### src/rtl/vga_timing_pkg.sv
// vga_timing_pkg: shared timing constants and types for the VGA timing generator.
//   DEF_*            default 640x480@60 geometry (pixels / lines)
//   H_TOTAL/V_TOTAL  derived totals for the default geometry
//   HS_*/VS_*        sync window for the default geometry, START inclusive, END exclusive
//   coord_t          10-bit raster coordinate used for DrawX/DrawY
package vga_timing_pkg;
  localparam int DEF_H_VISIBLE  = 640;
  localparam int DEF_H_FRONT    = 16;
  localparam int DEF_H_SYNC     = 96;
  localparam int DEF_H_BACK     = 48;
  localparam int DEF_V_VISIBLE  = 480;
  localparam int DEF_V_FRONT    = 10;
  localparam int DEF_V_SYNC     = 2;
  localparam int DEF_V_BACK     = 33;
  localparam int DEF_SYNC_DELAY = 2;

  localparam int H_TOTAL  = DEF_H_VISIBLE + DEF_H_FRONT + DEF_H_SYNC + DEF_H_BACK;
  localparam int V_TOTAL  = DEF_V_VISIBLE + DEF_V_FRONT + DEF_V_SYNC + DEF_V_BACK;
  localparam int HS_START = DEF_H_VISIBLE + DEF_H_FRONT;
  localparam int HS_END   = HS_START + DEF_H_SYNC;
  localparam int VS_START = DEF_V_VISIBLE + DEF_V_FRONT;
  localparam int VS_END   = VS_START + DEF_V_SYNC;

  typedef logic [9:0] coord_t;
endpackage

### src/rtl/vga_timing_gen_if.sv
// vga_timing_gen_if: raster timing bundle from the generator to the pixel
// mappers and the DAC/HDMI encoder.
//   master: driven by vga_timing_gen
//   slave : consumers (mappers, encoder)
//   DrawX/DrawY  raster position; blank 1 = visible pixel
//   hs/vs        active-low syncs
//   line_start/frame_start/vblank_start  one-cycle strobes
interface vga_timing_gen_if;
  vga_timing_pkg::coord_t DrawX;
  vga_timing_pkg::coord_t DrawY;
  logic blank;
  logic hs;
  logic vs;
  logic line_start;
  logic frame_start;
  logic vblank_start;

  modport master (output DrawX, DrawY, blank, hs, vs, line_start, frame_start, vblank_start);
  modport slave  (input  DrawX, DrawY, blank, hs, vs, line_start, frame_start, vblank_start);
endinterface

### src/rtl/vga_axis_counter.sv
// vga_axis_counter: one raster axis (horizontal or vertical).
//   clk_i     clock
//   reset_i   synchronous active-high reset
//   inc_i     advance the count this cycle
//   count_o   registered count (0..TOTAL-1)
//   next_o    value count_o takes on the next edge
//   wrap_o    count_o is at TOTAL-1 and advances to 0 on the next edge
//   sync_n_o  active-low sync decode of next_o
//   active_o  next_o lies in the visible region
// Decodes are from next_o so the parent can register them alongside count_o.
module vga_axis_counter
  import vga_timing_pkg::*;
#(
  parameter int TOTAL      = 800,
  parameter int ACTIVE     = 640,
  parameter int SYNC_START = 656,
  parameter int SYNC_END   = 752
) (
  input  logic   clk_i,
  input  logic   reset_i,
  input  logic   inc_i,
  output coord_t count_o,
  output coord_t next_o,
  output logic   wrap_o,
  output logic   sync_n_o,
  output logic   active_o
);
  coord_t cnt_q, cnt_d;
  logic   run_q;

  // run_q is low for the first edge after reset so the counter presents 0
  // on that edge instead of 1; the raster restarts exactly at (0,0).
  always_comb begin
    wrap_o = run_q && inc_i && (cnt_q == coord_t'(TOTAL - 1));
    cnt_d  = cnt_q;
    if (!run_q)      cnt_d = '0;
    else if (wrap_o) cnt_d = '0;
    else if (inc_i)  cnt_d = cnt_q + coord_t'(1);
  end

  always_ff @(posedge clk_i) begin
    if (reset_i) begin
      cnt_q <= '0;
      run_q <= 1'b0;
    end else begin
      cnt_q <= cnt_d;
      run_q <= 1'b1;
    end
  end

  assign count_o  = cnt_q;
  assign next_o   = cnt_d;
  assign sync_n_o = !((cnt_d >= coord_t'(SYNC_START)) && (cnt_d < coord_t'(SYNC_END)));
  assign active_o = cnt_d < coord_t'(ACTIVE);
endmodule

### src/rtl/vga_timing_gen.sv
// vga_timing_gen: 640x480@60 raster timing from the 25 MHz pixel clock.
//   vga_clk  pixel clock
//   reset    synchronous active-high reset
//   vga      vga_timing_gen_if.master: DrawX, DrawY, blank, hs, vs,
//            line_start, frame_start, vblank_start (all registered)
// Optional: define VGA_SYNC_DELAY_EN to delay hs/vs by SYNC_DELAY extra
// cycles (stages reset to 1) so sync lines up with colour emerging from a
// 2-cycle mapper. Position, blank and strobes are never delayed.
module vga_timing_gen
  import vga_timing_pkg::*;
#(
  parameter int H_VISIBLE  = DEF_H_VISIBLE,
  parameter int H_FRONT    = DEF_H_FRONT,
  parameter int H_SYNC     = DEF_H_SYNC,
  parameter int H_BACK     = DEF_H_BACK,
  parameter int V_VISIBLE  = DEF_V_VISIBLE,
  parameter int V_FRONT    = DEF_V_FRONT,
  parameter int V_SYNC     = DEF_V_SYNC,
  parameter int V_BACK     = DEF_V_BACK,
  parameter int SYNC_DELAY = DEF_SYNC_DELAY
) (
  input  logic             vga_clk,
  input  logic             reset,
  vga_timing_gen_if.master vga
);
  localparam int HTOT = H_VISIBLE + H_FRONT + H_SYNC + H_BACK;
  localparam int VTOT = V_VISIBLE + V_FRONT + V_SYNC + V_BACK;
  localparam int HSS  = H_VISIBLE + H_FRONT;
  localparam int VSS  = V_VISIBLE + V_FRONT;

`ifdef VGA_SYNC_DELAY_EN
  localparam bit DLY_EN = 1'b1;
`else
  localparam bit DLY_EN = 1'b0;
`endif
  localparam int DLY = DLY_EN ? SYNC_DELAY : 0;

  coord_t h_cnt, h_next, v_cnt, v_next;
  logic   h_wrap, h_sync_n, h_act;
  logic   v_wrap, v_sync_n, v_act;

  vga_axis_counter #(
    .TOTAL(HTOT), .ACTIVE(H_VISIBLE), .SYNC_START(HSS), .SYNC_END(HSS + H_SYNC)
  ) u_h (
    .clk_i(vga_clk), .reset_i(reset), .inc_i(1'b1),
    .count_o(h_cnt), .next_o(h_next), .wrap_o(h_wrap),
    .sync_n_o(h_sync_n), .active_o(h_act)
  );

  // vertical advances on the same edge the horizontal counter wraps
  vga_axis_counter #(
    .TOTAL(VTOT), .ACTIVE(V_VISIBLE), .SYNC_START(VSS), .SYNC_END(VSS + V_SYNC)
  ) u_v (
    .clk_i(vga_clk), .reset_i(reset), .inc_i(h_wrap),
    .count_o(v_cnt), .next_o(v_next), .wrap_o(v_wrap),
    .sync_n_o(v_sync_n), .active_o(v_act)
  );

  // restart: first edge after reset, where both counters present 0 without wrapping
  logic restart, line_start_d, frame_start_d, vblank_start_d;
  always_comb begin
    restart        = (h_next == '0) && !h_wrap;
    line_start_d   = h_wrap || restart;
    frame_start_d  = v_wrap || restart;
    vblank_start_d = h_wrap && (v_next == coord_t'(V_VISIBLE));
  end

  logic blank_q, hs_q, vs_q, line_start_q, frame_start_q, vblank_start_q;
  always_ff @(posedge vga_clk) begin
    if (reset) begin
      blank_q        <= 1'b0;
      hs_q           <= 1'b1;
      vs_q           <= 1'b1;
      line_start_q   <= 1'b0;
      frame_start_q  <= 1'b0;
      vblank_start_q <= 1'b0;
    end else begin
      blank_q        <= h_act && v_act;
      hs_q           <= h_sync_n;
      vs_q           <= v_sync_n;
      line_start_q   <= line_start_d;
      frame_start_q  <= frame_start_d;
      vblank_start_q <= vblank_start_d;
    end
  end

  assign vga.DrawX        = h_cnt;
  assign vga.DrawY        = v_cnt;
  assign vga.blank        = blank_q;
  assign vga.line_start   = line_start_q;
  assign vga.frame_start  = frame_start_q;
  assign vga.vblank_start = vblank_start_q;

  generate
    if (DLY == 0) begin : g_nodly
      assign vga.hs = hs_q;
      assign vga.vs = vs_q;
    end else begin : g_dly
      logic [DLY-1:0] hs_pipe_q, vs_pipe_q;
      // bit 0 takes the fresh decode; the MSB of the concat falls off
      always_ff @(posedge vga_clk) begin
        if (reset) begin
          hs_pipe_q <= '1;
          vs_pipe_q <= '1;
        end else begin
          hs_pipe_q <= DLY'({hs_pipe_q, hs_q});
          vs_pipe_q <= DLY'({vs_pipe_q, vs_q});
        end
      end
      assign vga.hs = hs_pipe_q[DLY-1];
      assign vga.vs = vs_pipe_q[DLY-1];
    end
  endgenerate
endmodule
### src/flat_wrapper.sv
// flat-port wrapper written by rule: the top's interface ports become plain ports
module vga_timing_gen_flat import vga_timing_pkg::*;
#(
  parameter int H_VISIBLE  = DEF_H_VISIBLE,
  parameter int H_FRONT    = DEF_H_FRONT,
  parameter int H_SYNC     = DEF_H_SYNC,
  parameter int H_BACK     = DEF_H_BACK,
  parameter int V_VISIBLE  = DEF_V_VISIBLE,
  parameter int V_FRONT    = DEF_V_FRONT,
  parameter int V_SYNC     = DEF_V_SYNC,
  parameter int V_BACK     = DEF_V_BACK,
  parameter int SYNC_DELAY = DEF_SYNC_DELAY
)
  (vga_clk, reset, vga_DrawX, vga_DrawY, vga_blank, vga_hs, vga_vs, vga_line_start, vga_frame_start, vga_vblank_start);
  vga_timing_gen_if vga_i ();
  input  logic vga_clk;
  input  logic reset;
  output wire logic [$bits(vga_i.DrawX)-1:0] vga_DrawX;
  output wire logic [$bits(vga_i.DrawY)-1:0] vga_DrawY;
  output wire logic [$bits(vga_i.blank)-1:0] vga_blank;
  output wire logic [$bits(vga_i.hs)-1:0] vga_hs;
  output wire logic [$bits(vga_i.vs)-1:0] vga_vs;
  output wire logic [$bits(vga_i.line_start)-1:0] vga_line_start;
  output wire logic [$bits(vga_i.frame_start)-1:0] vga_frame_start;
  output wire logic [$bits(vga_i.vblank_start)-1:0] vga_vblank_start;
  assign vga_DrawX = vga_i.DrawX;
  assign vga_DrawY = vga_i.DrawY;
  assign vga_blank = vga_i.blank;
  assign vga_hs = vga_i.hs;
  assign vga_vs = vga_i.vs;
  assign vga_line_start = vga_i.line_start;
  assign vga_frame_start = vga_i.frame_start;
  assign vga_vblank_start = vga_i.vblank_start;
  vga_timing_gen #(.H_VISIBLE(H_VISIBLE), .H_FRONT(H_FRONT), .H_SYNC(H_SYNC), .H_BACK(H_BACK), .V_VISIBLE(V_VISIBLE), .V_FRONT(V_FRONT), .V_SYNC(V_SYNC), .V_BACK(V_BACK), .SYNC_DELAY(SYNC_DELAY)) u_core (.vga_clk(vga_clk), .reset(reset), .vga(vga_i));
endmodule
### config.mk
export PLATFORM = sky130hd
export DESIGN_NAME = vga_timing_gen_flat
export DESIGN_NICKNAME = d
export VERILOG_FILES = /design/src/rtl/vga_timing_pkg.sv /design/src/rtl/vga_timing_gen_if.sv /design/src/rtl/vga_axis_counter.sv /design/src/rtl/vga_timing_gen.sv /design/src/flat_wrapper.sv
export SDC_FILE = /design/constraint.sdc
export NUM_CORES = 1
export LEC_CHECK = 0
export ABC_CLOCK_PERIOD_IN_PS = 2300
export BUFFER_PORTS_ARGS = -buffer_cell sky130_fd_sc_hd__buf_2
export CAP_MARGIN = 25
export CORE_MARGIN = 4
export CORE_UTILIZATION = 32
export DETAILED_ROUTE_END_ITERATION = 10
export GPL_TIMING_DRIVEN = 0
export SLEW_MARGIN = 20
export SYNTH_ARGS = -nofsm -noshare
export SYNTH_HDL_FRONTEND = slang
export SYNTH_SLANG_ARGS = --single-unit
### constraint.sdc
create_clock -name vga_clk -period 2.3 [get_ports vga_clk]
set_clock_uncertainty 0.1 [all_clocks]
set_input_delay 0.23 -clock vga_clk [delete_from_list [all_inputs] [get_ports vga_clk]]
set_output_delay 0.23 -clock vga_clk [all_outputs]
set_load 0.05 [all_outputs]
**Word level (Yosys, flattened, before mapping)**

Index checks and enable logic that the tools add are counted.

- Logic and storage cells: 40
- Bits in writable memories: 0
- Latch bits: 0
- ROM bits: 0
- Bits of input ports: 2
- Bits in registers: 27
- Memories kept: 0
- Output and inout port bits: 26

- Equal/unequal tests: 3
- Magnitude comparators: 6
- Shift-type cells: 0
- Div/mod/pow operators: 0
- Multiply operators: 0
- Add/sub/neg operators: 2
- Reductions and logical operators: 14
- Muxes and demuxes: 6
- Bitwise gates (word level): 0

Operator list:

| operator | number |
|---|---|
| 10-bit 2-to-1 mux | 5 |
| 10-bit by 1-bit adder with 10-bit output, second input constant | 2 |
| 10-bit equality test, second input constant | 2 |
| 10-bit < comparator, second input constant | 2 |
| 10-bit by 9-bit < comparator with 1-bit output, second input constant | 2 |
| 10-bit by 9-bit equality test with 1-bit output, second input constant | 1 |
| 10-bit greater-or-equal comparator, second input constant | 1 |
| 10-bit by 9-bit greater-or-equal comparator with 1-bit output, second input constant | 1 |
| 10-bit zero test | 1 |
| 1-bit logical AND | 8 |
| 1-bit zero test | 3 |
| 1-bit logical OR | 2 |
| 1-bit 2-to-1 mux | 1 |

**Logic depth before layout (Yosys ltp)**

- Depth after elaboration: 9
- Mapped depth: 8
- Depth with buffers taken out: 7

**Cells and area by module**

From an unflattened synthesis, not the netlist that was laid out.

- Cells, all modules: 196
- Area total of the unflattened synthesis: 1,579.0 um2

Modules (own cells, without submodules):

| module | cells each | instances | sequential area each (um2) | area an instance (um2) |
|---|---|---|---|---|
| vga_axis_counter at u_core.u_h | 87 | 1 | 220.2 | 688.2 |
| vga_axis_counter at u_core.u_v | 85 | 1 | 220.2 | 663.1 |
| vga_timing_gen | 24 | 1 | 120.1 | 227.7 |

**Least setup slack after synthesis**

No wires, ideal clock.

- Path kind: reg2reg
- Start point: register u_core.u_v.cnt_q[0] (netlist: u_core.u_v.count_o[0])
- End point: register u_core.vblank_start_q (netlist: u_core.vga.vblank_start)
- Slack: -0.303 ns
- Setup time: 0.060 ns
- Buffers on the path: 0
- Cell stages (with the launch flop): 7
- Arrival time: 2.443 ns
- Data required time: 2.140 ns
- Clock period less this slack: 2.603 ns
- Cell sequence: dfxtp_1 -> ha_1 -> or3b_2 -> o31a_1 -> or3_4 -> a2111oi_2 -> and3_1

- Cells in the longest elaborated chain, start to end: 6
- Elaborated cells between the ends (all ways): 8
- Those cells by class: add/sub: 1; eq/ne: 2; mux: 3; reduce/logical: 2

RTL lines:

| item | line | source |
|---|---|---|
| start: declaration | vga_axis_counter.sv:28 | `coord_t cnt_q, cnt_d;` |
| start signal: assignment | vga_axis_counter.sv:46 | `cnt_q <= cnt_d;` |
| 10-bit by 1-bit adder with 10-bit output or 10-bit equality test (tied branches) | vga_axis_counter.sv:38, vga_axis_counter.sv:34 |  |
| 10-bit 2-to-1 mux or 1-bit logical AND (tied branches) | vga_axis_counter.sv:38, vga_axis_counter.sv:34 |  |
| 10-bit 2-to-1 mux (*) | vga_axis_counter.sv:37 | `else if (wrap_o) cnt_d = '0;` |
| 10-bit 2-to-1 mux (*) | vga_axis_counter.sv:36 | `if (!run_q) cnt_d = '0;` |
| 10-bit by 9-bit equality test with 1-bit output (*) | vga_timing_gen.sv:65 | `vblank_start_d = h_wrap && (v_next == coord_t'(V_VISIBLE));` |
| 1-bit logical AND (*) | vga_timing_gen.sv:65 |  |
| end signal: assignment | vga_timing_gen.sv:83 | `vblank_start_q <= vblank_start_d;` |
| end: declaration | vga_timing_gen.sv:68 | `logic blank_q, hs_q, vs_q, line_start_q, frame_start_q, vblank_start_q;` |

Mark *: on every way between the ends. The rest lies on a longest branch, timed or not.
A chain may end at the register's enable or synchronous reset.

**Worst setup path in the final report**

Ends and elaborated chain as after synthesis.

==> flow_metrics.env <==
export IMPL_postRouteWirelength_mm=3.97
export IMPL_slowest_stage="or3b_2"
export IMPL_ys_seq_area_share_pct=33.4
export IMPL_powerDensity_nw_per_um2=403
export IMPL_numClockSinks=27
export IMPL_synthFlopType="dfxtp_1"
export IMPL_crit_fanout=7
export IMPL_status="finished, final reports clean"
export IMPL_synth_compound_area_share_pct=16.8
export IMPL_final_fill_count=529
export IMPL_pre_cts_ws_ns=-0.0410
export IMPL_start_util_pct=33.6
export IMPL_syn_to_final_growth_pct=22.2
export IMPL_crit_chain="ha_4 -> or3b_2 -> o31a_1 -> or3_4 -> a2111oi_4 -> and3_1"
export IMPL_layout_commonest_cell="buf_2"
export IMPL_fmax_mhz=459
export IMPL_slew_viol_final=0
export IMPL_maxCapViolations=0
export IMPL_fin_nets=240
export IMPL_cts_max_level=1
export IMPL_grt_max_degree=15
export IMPL_place_gp_congestion=0.897
export IMPL_holdWs_ns=0.0677
export IMPL_cts_buffers=3
export IMPL_grt_pass1_vias=1354
export IMPL_dp_hpwl_mm=2.87
export IMPL_grt_pass1_wl_mm=6.49
export IMPL_arrival_ns=2.30
export IMPL_coreArea_um2=4820
export IMPL_vias=1540
export IMPL_clockRootBuffer="clkbuf_8"
export IMPL_crit_type="reg -> reg"
export IMPL_yosys_area_share_simple_pct=31.1
export IMPL_die_area_um2=6270
export IMPL_slew_headroom_pct=65.8
export IMPL_stdcell_count=301
export IMPL_initialDrtViolationCount=51
export IMPL_synth_cells=198
export IMPL_clockBufferDepth=2
export IMPL_holdBufCountCts=0
export IMPL_crit_path_max_incr_delay_ns=0.44
export IMPL_io_buffers=27
export IMPL_syn_avg_cell_area_um2=8.18
export IMPL_netlist_area_um2=1620
export IMPL_startpoint_type="register"
export IMPL_path_buf_inv=0
export IMPL_die_w_um=79.2
export IMPL_tritoncts="yes"
export IMPL_async_reset_ff_share_pct=0
export IMPL_synthAdderAreaFrac_pct=2.32
export IMPL_dieHeight_um=79.2
export IMPL_worstMarginPinSlew_ns=0.507
export IMPL_crit_required_ns=2.42
export IMPL_ant_nets=0
export IMPL_drcViolationCount=0
export IMPL_yosys_warnings=0
export IMPL_p_total_uw=798
export IMPL_drive_above_1_share_pct=27.8
export IMPL_synth_cell_type_count=48
export IMPL_drt_pass1_iter_count=4
export IMPL_final_core_util_pct=41.1
export IMPL_synth_enable_flop_cells=0
export IMPL_fin_crit_sh_pct=94.7
export IMPL_num_rows=25
export IMPL_synth_top_family_by_area="simple AND/OR/NAND/NOR gates"
export IMPL_synth_xor_area_share_pct=8.65
export IMPL_antenna_found_initial=0
export IMPL_p_leak_uw=0.000786
export IMPL_ys_seq_elements=27
export IMPL_muxShareOfSynthArea_pct=1.24
export IMPL_via_per_inst=5.12
export IMPL_antenna_cells=0
export IMPL_io_pins=28
export IMPL_path_clk_slew_ns=0.09
export IMPL_end_kind="register"
export IMPL_hold_viol_final=0
export IMPL_grt_overflow_total=0
export IMPL_syn_nets=203
export IMPL_setup_viol=0
export IMPL_clk_latency_ns=0.27
export IMPL_dpl_cell_count=292
export IMPL_rsz0062_at_grt="no"
export IMPL_crit_family="simple AND/OR/NAND/NOR gates"
export IMPL_period_needed_ns=2.18
export IMPL_hp_class="in -> reg"
export IMPL_final_setup_worst_slack_ns=0.122
export IMPL_worst_ir_drop_vdd_v=0.000196
export IMPL_track_usage_pct=12.8
export IMPL_wire_per_inst_um=13.2
export IMPL_mostFrequentLayoutCells="buf_2 (33), nor2_1 (23), dfxtp_1 (17)"
[what timing repair did]
item	in CTS	in global routing
setup endpoints to repair	2	15
gates cloned	0	0
pin swaps	0	3
setup buffers	0	6
gates resized for setup	2	4
[cells by family (layout without fill, tap and decap cells)]
group                    after synthesis  count (layout)
adder cells (fa/ha/maj)                3               3
multiplexers                           2               2
buffers and inverters                 22              58
AND/OR/NAND/NOR                       91              91
flip-flops                            27              27
XOR/XNOR                              16              16
AO/OA/AOI/OAI                         37              37
[worst paths after layout]
path	from	end	slack (ns)	depth (start not counted)
max	u_core.u_v.count_o[0]	u_core.vga.vblank_start	0.12	6
min	reset	u_core.vga.blank	0.07	2
max reg2reg	u_core.u_v.count_o[0]	u_core.vga.vblank_start	0.12	6
min reg2reg	u_core.u_v.count_o[1]	u_core.u_v.count_o[1]	0.45	2
[layout make-up]
class                   instances  area (um^2)  share of cell area (%)
multi-input cells             149         1010                    50.9
flip-flops and latches         27          561                    28.3
repair buffers                 33          180                    9.10
well taps                      67         83.8                    4.24
plain buffers                  14         76.3                    3.86
clock buffers                   4         45.0                    2.28
inverters                       7         26.3                    1.33
[power by group]
part	switching (uW)	internal, uW
registers	2.38	470
clock network	147	124
logic	40.0	14.1
[state kept, by name, summed over array words and instances (netlist names)]
name,count
u_core.vga.vs,1
u_core.u_v.count_o,10
u_core.vga.line_start,1
u_core.vga.blank,1
u_core.vga.vblank_start,1
u_core.vga.hs,1
u_core.u_h.run_q,1
u_core.u_h.count_o,10
u_core.vga.frame_start,1
[layer usage]
metal  wire (um)  share of wire, %  GRT usage, %  up-vias
met5           0                 0             0        -
met3         181               4.6          3.17        5
met2        1680                42          18.2       36
li1            -                 -             -      787
met1        2040                51          18.4      712
met4          62               1.6          4.64        0
[cells in the mapped netlist, drive strengths merged (2+ instances only)]
library cell	count	share of area [%]
dfxtp	27	33
inv	7	1.6
o2111ai	2	1.1
xor2	7	3.8
nor2	24	6.0
o311a	2	1.2
a211oi	2	0.93
nand3	12	4.5
or3	2	1.1
o211ai	2	0.93
a31oi	2	0.77
a21oi	9	2.8
nor3	5	1.5
clkbuf	6	1.4
o21ai	3	0.93
ha	3	2.3
and3	8	3.1
o31a	3	1.6
mux2i	2	1.2
nor4	4	1.5
and4	3	1.6
o311ai	2	1.1
nor4bb	3	1.9
a21boi	2	0.93
and2	3	1.2
xnor2	9	4.9
buf	9	3.5
nand2	16	3.7
nand4	5	1.9
[metrics by stage]
step / area, um^2 / setup TNS (ns)
6_report: 1980 / 0
5_1_grt: 1980 / 0
4_1_cts: 1920 / 0
3_5_place_dp: 1860 / -0.0410
3_3_place_gp: 1860 / -0.0656
2_1_floorplan: 1640 / 0
Power figures use the tool's default switching activity.
